**config.mk**
```make
export PLATFORM = sky130hd
export DESIGN_NAME = spi_frame_sequencer
export DESIGN_NICKNAME = d
export VERILOG_FILES = /design/src/rtl/spi_pkg.sv /design/src/rtl/spi_sclk_gen.sv /design/src/rtl/spi_frame_sequencer.sv
export SDC_FILE = /design/constraint.sdc
export NUM_CORES = 1
export LEC_CHECK = 0
export CORE_AREA = 8 8 101 75
export CTS_BUF_LIST = sky130_fd_sc_hd__clkbuf_8
export CTS_CLUSTER_DIAMETER = 40
export DETAILED_ROUTE_END_ITERATION = 10
export DIE_AREA = 0 0 109 83
export MAX_ROUTING_LAYER = met4
export PLACE_DENSITY_LB_ADDON = 0.2
export SYNTH_ARGS = -nofsm -noshare
export SYNTH_HDL_FRONTEND = slang
export SYNTH_SLANG_ARGS = --single-unit
```
**constraint.sdc**
```tcl
create_clock -name clk -period 2.45 [get_ports clk]
set_clock_uncertainty 0.15 [all_clocks]
set_input_delay 0.735 -clock clk [delete_from_list [all_inputs] [get_ports clk]]
set_output_delay 0.735 -clock clk [all_outputs]
set_load 0.005 [all_outputs]
```
**src/rtl/spi_pkg.sv**
```systemverilog
// Shared types and defaults for the SPI frame sequencer and its benches.
package spi_pkg;

    localparam int DATA_W_DEF  = 16;
    localparam int CLK_DIV_DEF = 4;

    // Interval counter terminal count (65000) marking the end of the interframe gap.
    localparam logic [15:0] GAP_TICKS = 16'hFDE8;

    typedef enum logic [2:0] {
        IDLE,
        LOAD,
        SHIFT,
        HOLD,
        GAP
    } state_t;

endpackage

```
**src/rtl/spi_sclk_gen.sv**
```systemverilog
// SCLK divider: ticks every CLK_DIV clks while run is high, toggles sclk on ticks when toggle is high.
module spi_sclk_gen #(
    parameter int CLK_DIV = 4
) (
    input  logic clk,
    input  logic rst,
    input  logic run,
    input  logic toggle,
    output logic sclk,
    output logic tick,
    output logic rise_pulse,
    output logic fall_pulse
);

    localparam int CW = $clog2(CLK_DIV);
    localparam logic [CW-1:0] TERM = CW'(CLK_DIV - 1);

    logic [CW-1:0] cnt;

    assign tick       = run && (cnt == TERM);
    assign rise_pulse = tick && toggle && !sclk;
    assign fall_pulse = tick && toggle && sclk;

    always_ff @(posedge clk or posedge rst) begin
        if (rst) begin
            cnt  <= '0;
            sclk <= 1'b0;
        end else if (!run) begin
            cnt  <= '0;
            sclk <= 1'b0;
        end else if (tick) begin
            cnt <= '0;
            if (toggle)
                sclk <= !sclk;
        end else begin
            cnt <= cnt + 1'b1;
        end
    end

endmodule

```
**src/rtl/spi_frame_sequencer.sv**
```systemverilog
// SPI master (CPOL=0, CPHA=0, MSB first) that paces frames with an external interframe interval counter.
module spi_frame_sequencer
    import spi_pkg::*;
#(
    parameter int DATA_W  = DATA_W_DEF,
    parameter int CLK_DIV = CLK_DIV_DEF
) (
    input  logic              clk,
    input  logic              rst,
    input  logic              start,
    input  logic [DATA_W-1:0] tx_data,
    input  logic              miso,
    input  logic              tiempo,
    input  logic              tx_done,
    output logic              cnt_en,
    output logic              cnt_clr,
    output logic              sclk,
    output logic              mosi,
    output logic              cs_n,
    output logic [DATA_W-1:0] rx_data,
    output logic              rx_valid,
    output logic              busy,
    output logic              ready
);

    localparam int BW = $clog2(DATA_W);
    localparam logic [BW-1:0] LAST_BIT = BW'(DATA_W - 1);

    state_t            state, state_nx;
    logic [DATA_W-1:0] tx_shift, rx_shift, launch_word;
    logic [BW-1:0]     bit_cnt;
    logic              pending, gap_open, pending_nx, gap_open_nx;
    logic              tick, rise_pulse, fall_pulse, run, toggle;
    logic              take_new, launch, last_fall, hold_exit;
    logic              cs_n_nx, mosi_nx, cnt_en_nx, cnt_clr_nx, rx_valid_nx, busy_nx, ready_nx;

    assign run       = (state == LOAD) || (state == SHIFT) || (state == HOLD);
    assign toggle    = (state == SHIFT);
    assign last_fall = (state == SHIFT) && fall_pulse && (bit_cnt == LAST_BIT);
    assign hold_exit = (state == HOLD) && tick;

    // A word is taken from tx_data either from IDLE or as the single pending word in GAP.
    assign take_new    = ((state == IDLE) && start) ||
                         ((state == GAP) && ready && start && !pending);
    assign launch      = (state_nx == LOAD) && (state != LOAD);
    assign launch_word = ((state == GAP) && pending) ? tx_shift : tx_data;

    assign pending_nx  = (state == GAP) && !tiempo && (pending || take_new);
    assign gap_open_nx = (state == GAP) && !tiempo && (gap_open || tx_done);

    spi_sclk_gen #(.CLK_DIV(CLK_DIV)) u_sclk (
        .clk        (clk),
        .rst        (rst),
        .run        (run),
        .toggle     (toggle),
        .sclk       (sclk),
        .tick       (tick),
        .rise_pulse (rise_pulse),
        .fall_pulse (fall_pulse)
    );

    always_ff @(posedge clk or posedge rst) begin
        if (rst)
            state <= IDLE;
        else
            state <= state_nx;
    end

    always_comb begin
        state_nx = state;
        case (state)
            IDLE:    if (start) state_nx = LOAD;
            LOAD:    if (tick) state_nx = SHIFT;
            SHIFT:   if (last_fall) state_nx = HOLD;
            HOLD:    if (tick) state_nx = GAP;
            GAP:     if (tiempo) state_nx = (pending || take_new) ? LOAD : IDLE;
            default: state_nx = IDLE;
        endcase
    end

    always_comb begin
        cs_n_nx     = cs_n;
        mosi_nx     = mosi;
        cnt_clr_nx  = 1'b0;
        rx_valid_nx = 1'b0;
        cnt_en_nx   = (state_nx == GAP);
        busy_nx     = (state_nx != IDLE);
        ready_nx    = 1'b0;
        if (launch) begin
            cs_n_nx    = 1'b0;
            mosi_nx    = launch_word[DATA_W-1];
            cnt_clr_nx = 1'b1;
        end else if ((state == SHIFT) && fall_pulse && !last_fall) begin
            mosi_nx = tx_shift[DATA_W-2];
        end else if (hold_exit) begin
            cs_n_nx     = 1'b1;
            mosi_nx     = 1'b0;
            rx_valid_nx = 1'b1;
        end
        if (state_nx == IDLE)
            ready_nx = 1'b1;
        else if (state_nx == GAP)
            ready_nx = gap_open_nx && !pending_nx;
    end

    always_ff @(posedge clk or posedge rst) begin
        if (rst) begin
            cs_n     <= 1'b1;
            mosi     <= 1'b0;
            cnt_en   <= 1'b0;
            cnt_clr  <= 1'b0;
            rx_valid <= 1'b0;
            busy     <= 1'b0;
            ready    <= 1'b1;
            rx_data  <= '0;
            tx_shift <= '0;
            rx_shift <= '0;
            bit_cnt  <= '0;
            pending  <= 1'b0;
            gap_open <= 1'b0;
        end else begin
            cs_n     <= cs_n_nx;
            mosi     <= mosi_nx;
            cnt_en   <= cnt_en_nx;
            cnt_clr  <= cnt_clr_nx;
            rx_valid <= rx_valid_nx;
            busy     <= busy_nx;
            ready    <= ready_nx;
            pending  <= pending_nx;
            gap_open <= gap_open_nx;
            if (take_new)
                tx_shift <= tx_data;
            else if ((state == SHIFT) && fall_pulse)
                tx_shift <= tx_shift << 1;
            if (launch)
                rx_shift <= '0;
            else if (rise_pulse)
                rx_shift <= {rx_shift[DATA_W-2:0], miso};
            // Bit counter saturates on the last bit; it is only restarted by a new launch.
            if (launch)
                bit_cnt <= '0;
            else if ((state == SHIFT) && fall_pulse && !last_fall)
                bit_cnt <= bit_cnt + 1'b1;
            if (hold_exit)
                rx_data <= rx_shift;
        end
    end

endmodule

```
==> flow_summary_export.csv <==
group,metric,value,unit
route,drt-wirelength-per-cell,14.08,um
clock_network,cts_max_level,3,
setup_path,r2r_cells,5,
clock_network,numCtsBuffers,9,
grt,grt_pass1_vias,2184,
min_path,hold_end,"u_sclk.cnt[0]",
clock_network,cts_tree,"yes",
setup_path,critPathMaxStageDelay,0.56,ns
layout,layout_common_cells,"nand2_1, dfrtp_1, clkdlybuf4s50_1, a21oi_1, o21ai_0",
grt,antenna_found_initial,0,
die,core.rowCount,24,
setup_path,crit_path_start_kind,"flip-flop",
die,coreArea,6036,sq um
layout,seqCellArea,1679,sq um
layout,insertedDiodeCount,0,
clock_network,clock-sinks,67,
die,ios,46,
min_path,hold_path_startpoint,"u_sclk.cnt[0]",
synthesis,postSynthCellCount,295,
run_status,status,"finished clean",
placed_design,dp_slack,-0.1811,ns
min_path,hold_path_depth,1,
route,drt-pass1-iter-count,4,
clock_network,cts_setup_buffers,0,
clock_network,root_buffer,"clkbuf_8",
setup_path,path_buf_inv,1,
sta,fin_ws,0.1574,ns
die,die_w,109,um
route,detail-route-antenna-nets,0,
route,first_iter_violations,121,
setup_path,cp_cell_sequence,"clkdlybuf4s50_1",
synthesis,synth_seq_cells,67,
die,die_area,9047,sq um
synthesis,synth_top_area_share,55.77,%
grt,grt_pass1_wl,10540,um
placed_design,globalplace.congestion,0.7655,
synthesis,syn-cell-area,2917,sq um
placed_design,io_buffer_count,45,
pwr,max-vdd-ir-drop,0.4367,mV
setup_path,r2r_slack,0.37,ns
setup_path,crit_family,"flip-flops",
pwr,power-per-cell-area,1098,nW/um^2
synthesis,yosysUniqueCellTypes,46,
sta,hold_viol_final,0,
synthesis,synth_area_leaders,"dfrtp_1, nand2_1, mux2i_1",
layout,final_nets,373,
route,drcViolationCount,0,
setup_path,path_max_fanout,4,
grt,grtUsageTotal,15.07,%
synthesis,syn_nets,319,
layout,drive_gt1_share,12.15,%
setup_path,rr_startpoint,"u_sclk.cnt[0]",
min_path,hp-class,"reg2reg",
clock_network,cts_resized,0,
job,drv_cap,0,
sta,drv_slew,0,
synthesis,yosys_warnings,0,
layout,fin_util,63.10,%
sta,max_freq,0.4362,GHz
layout,synthToLayoutAreaGrowth,30.59,%
layout,mostFrequentLayoutCell,"nand2_1",
layout,multi_input_area,1114,sq um
synthesis,synth_largest_area_cell,"dfrtp_1",
sta,setup_viol,0,
synthesis,async_flop_share,100.0,%
synthesis,avgSynthCellArea,9.887,sq um
clock_network,clock_path_buffers,2,
synthesis,synthFlopType,"dfrtp_1",
sta,fin_tns_setup,0,ns
sta,rsz0062_at_grt,"no",
die,die_h,83,um
sta,final.min_clock_period,2.293,ns
synthesis,synth_edf_count,0,
sta,tightest_slew,0.5928,ns
pwr,p_leak,1.678,nW
setup_path,endpoint_kind,"primary output",
setup_path,slowest_stage,"dfstp_2",
setup_path,critical_path_class,"reg2out",
route,routed_wl,6081,um
pwr,p_total,4.181,mW
route,routed-via-count,2156,
setup_path,critical_path_required,1.56,ns
grt,grt_max_degree,68,
placed_design,hpwlAfterDp,4031,um
clock_network,clk_pin_slew,0.07,ns
setup_path,r2r-end,"busy",
route,via_per_inst,4.991,
clock_network,hold_buffers,0,
clock_network,clk_latency,0.35,ns
layout,num-fill-cells,492,
sta,timing.slew.headroom,60.48,%
sta,period_share,93.57,%
synthesis,ys_seq_area_share,57.57,%
setup_path,arrival,1.41,ns
grt,overflow,0,
die,initial_core_util,48.32,%
[through the flow]
step | hold slack [ns] | cell area [sq um] | std cells
2_1_floorplan | 0.2660 | 2920 | 295
3_3_place_gp | 0.2789 | 3535 | 416
3_5_place_dp | 0.2866 | 3535 | 416
4_1_cts | 0.3292 | 3809 | 432
5_1_grt | 0.3476 | 3809 | 432
6_report | 0.3220 | 3809 | 432
[cells in the mapped netlist (all sizes together) (3+ instances only)]
master and instances:
nand2 101, dfrtp 65, a21oi 24, o21ai 20, mux2i 14, buf 12, nor2 6, clkbuf 5
nand2b 5, nand3 5, inv 3, nor2b 3
[flip-flops by register name, summed over array words and instances, names as in the netlist, 2 cells and up]
signal	count
tx_shift	16
bit_cnt	4
rx_shift	16
rx_data	16
u_sclk.cnt	2
state	3
[layout make-up]
cell class | instances | area share [%]
Clock buffer | 10 | 3.614
Clock inverter | 6 | 3.581
Inverter | 4 | 0.4928
Multi-Input combinational cell | 207 | 29.24
Sequential cell | 67 | 44.09
Tap cell | 78 | 2.562
Timing Repair Buffer | 60 | 16.43
[routing by layer]
layer  share of wire, %  up-vias  GRT usage (%)
li1                   -     1088              -
met3                6.4        7          6.404
met2                 45       39          21.11
met4                1.1        0          4.089
met5                  0        -              -
met1                 47     1022          19.44
[report_power, final]
group          total [mW]  internal [mW]  switching [mW]
clock                1.24          0.808           0.427
combinational        1.20          0.665           0.539
sequential           1.74           1.48           0.265
total                4.18           2.95            1.23
[logic make-up (layout without fill, tap and decap cells)]
logic type	after synthesis	after routing	share of synthesized area (%)
buffers and inverters	21	80	4.246
and+or+nand+nor	137	137	21.62
xor gates and xnor gates	1	1	0.3004
muxes	15	15	5.191
adders and majority gates	2	2	0.8579
DFF	67	67	57.57
AOI/OAI and AO/OA	52	52	10.21
[how the worst max path moves through the flow]
stage | startpoint | to | slack (ns) | cells after the start
after CTS | ready | ready | 0.13 | 1
after global routing | ready | ready | 0.11 | 1
after detailed placement | start | rx_shift[9] | -0.18 | 6
after floorplan | tiempo | bit_cnt[2] | 0.44 | 5
final | ready | ready | 0.16 | 1
after global placement | start | rx_shift[4] | -0.15 | 6
[worst register-to-register path, stage by stage (launching register included)]
cell	delay, ns
dfrtp_1	0.39
ha_1	0.30
and4bb_1	0.26
o2bb2ai_1	0.15
or2_2	0.34
or3_1	0.37
Power figures use the tool's default switching activity.
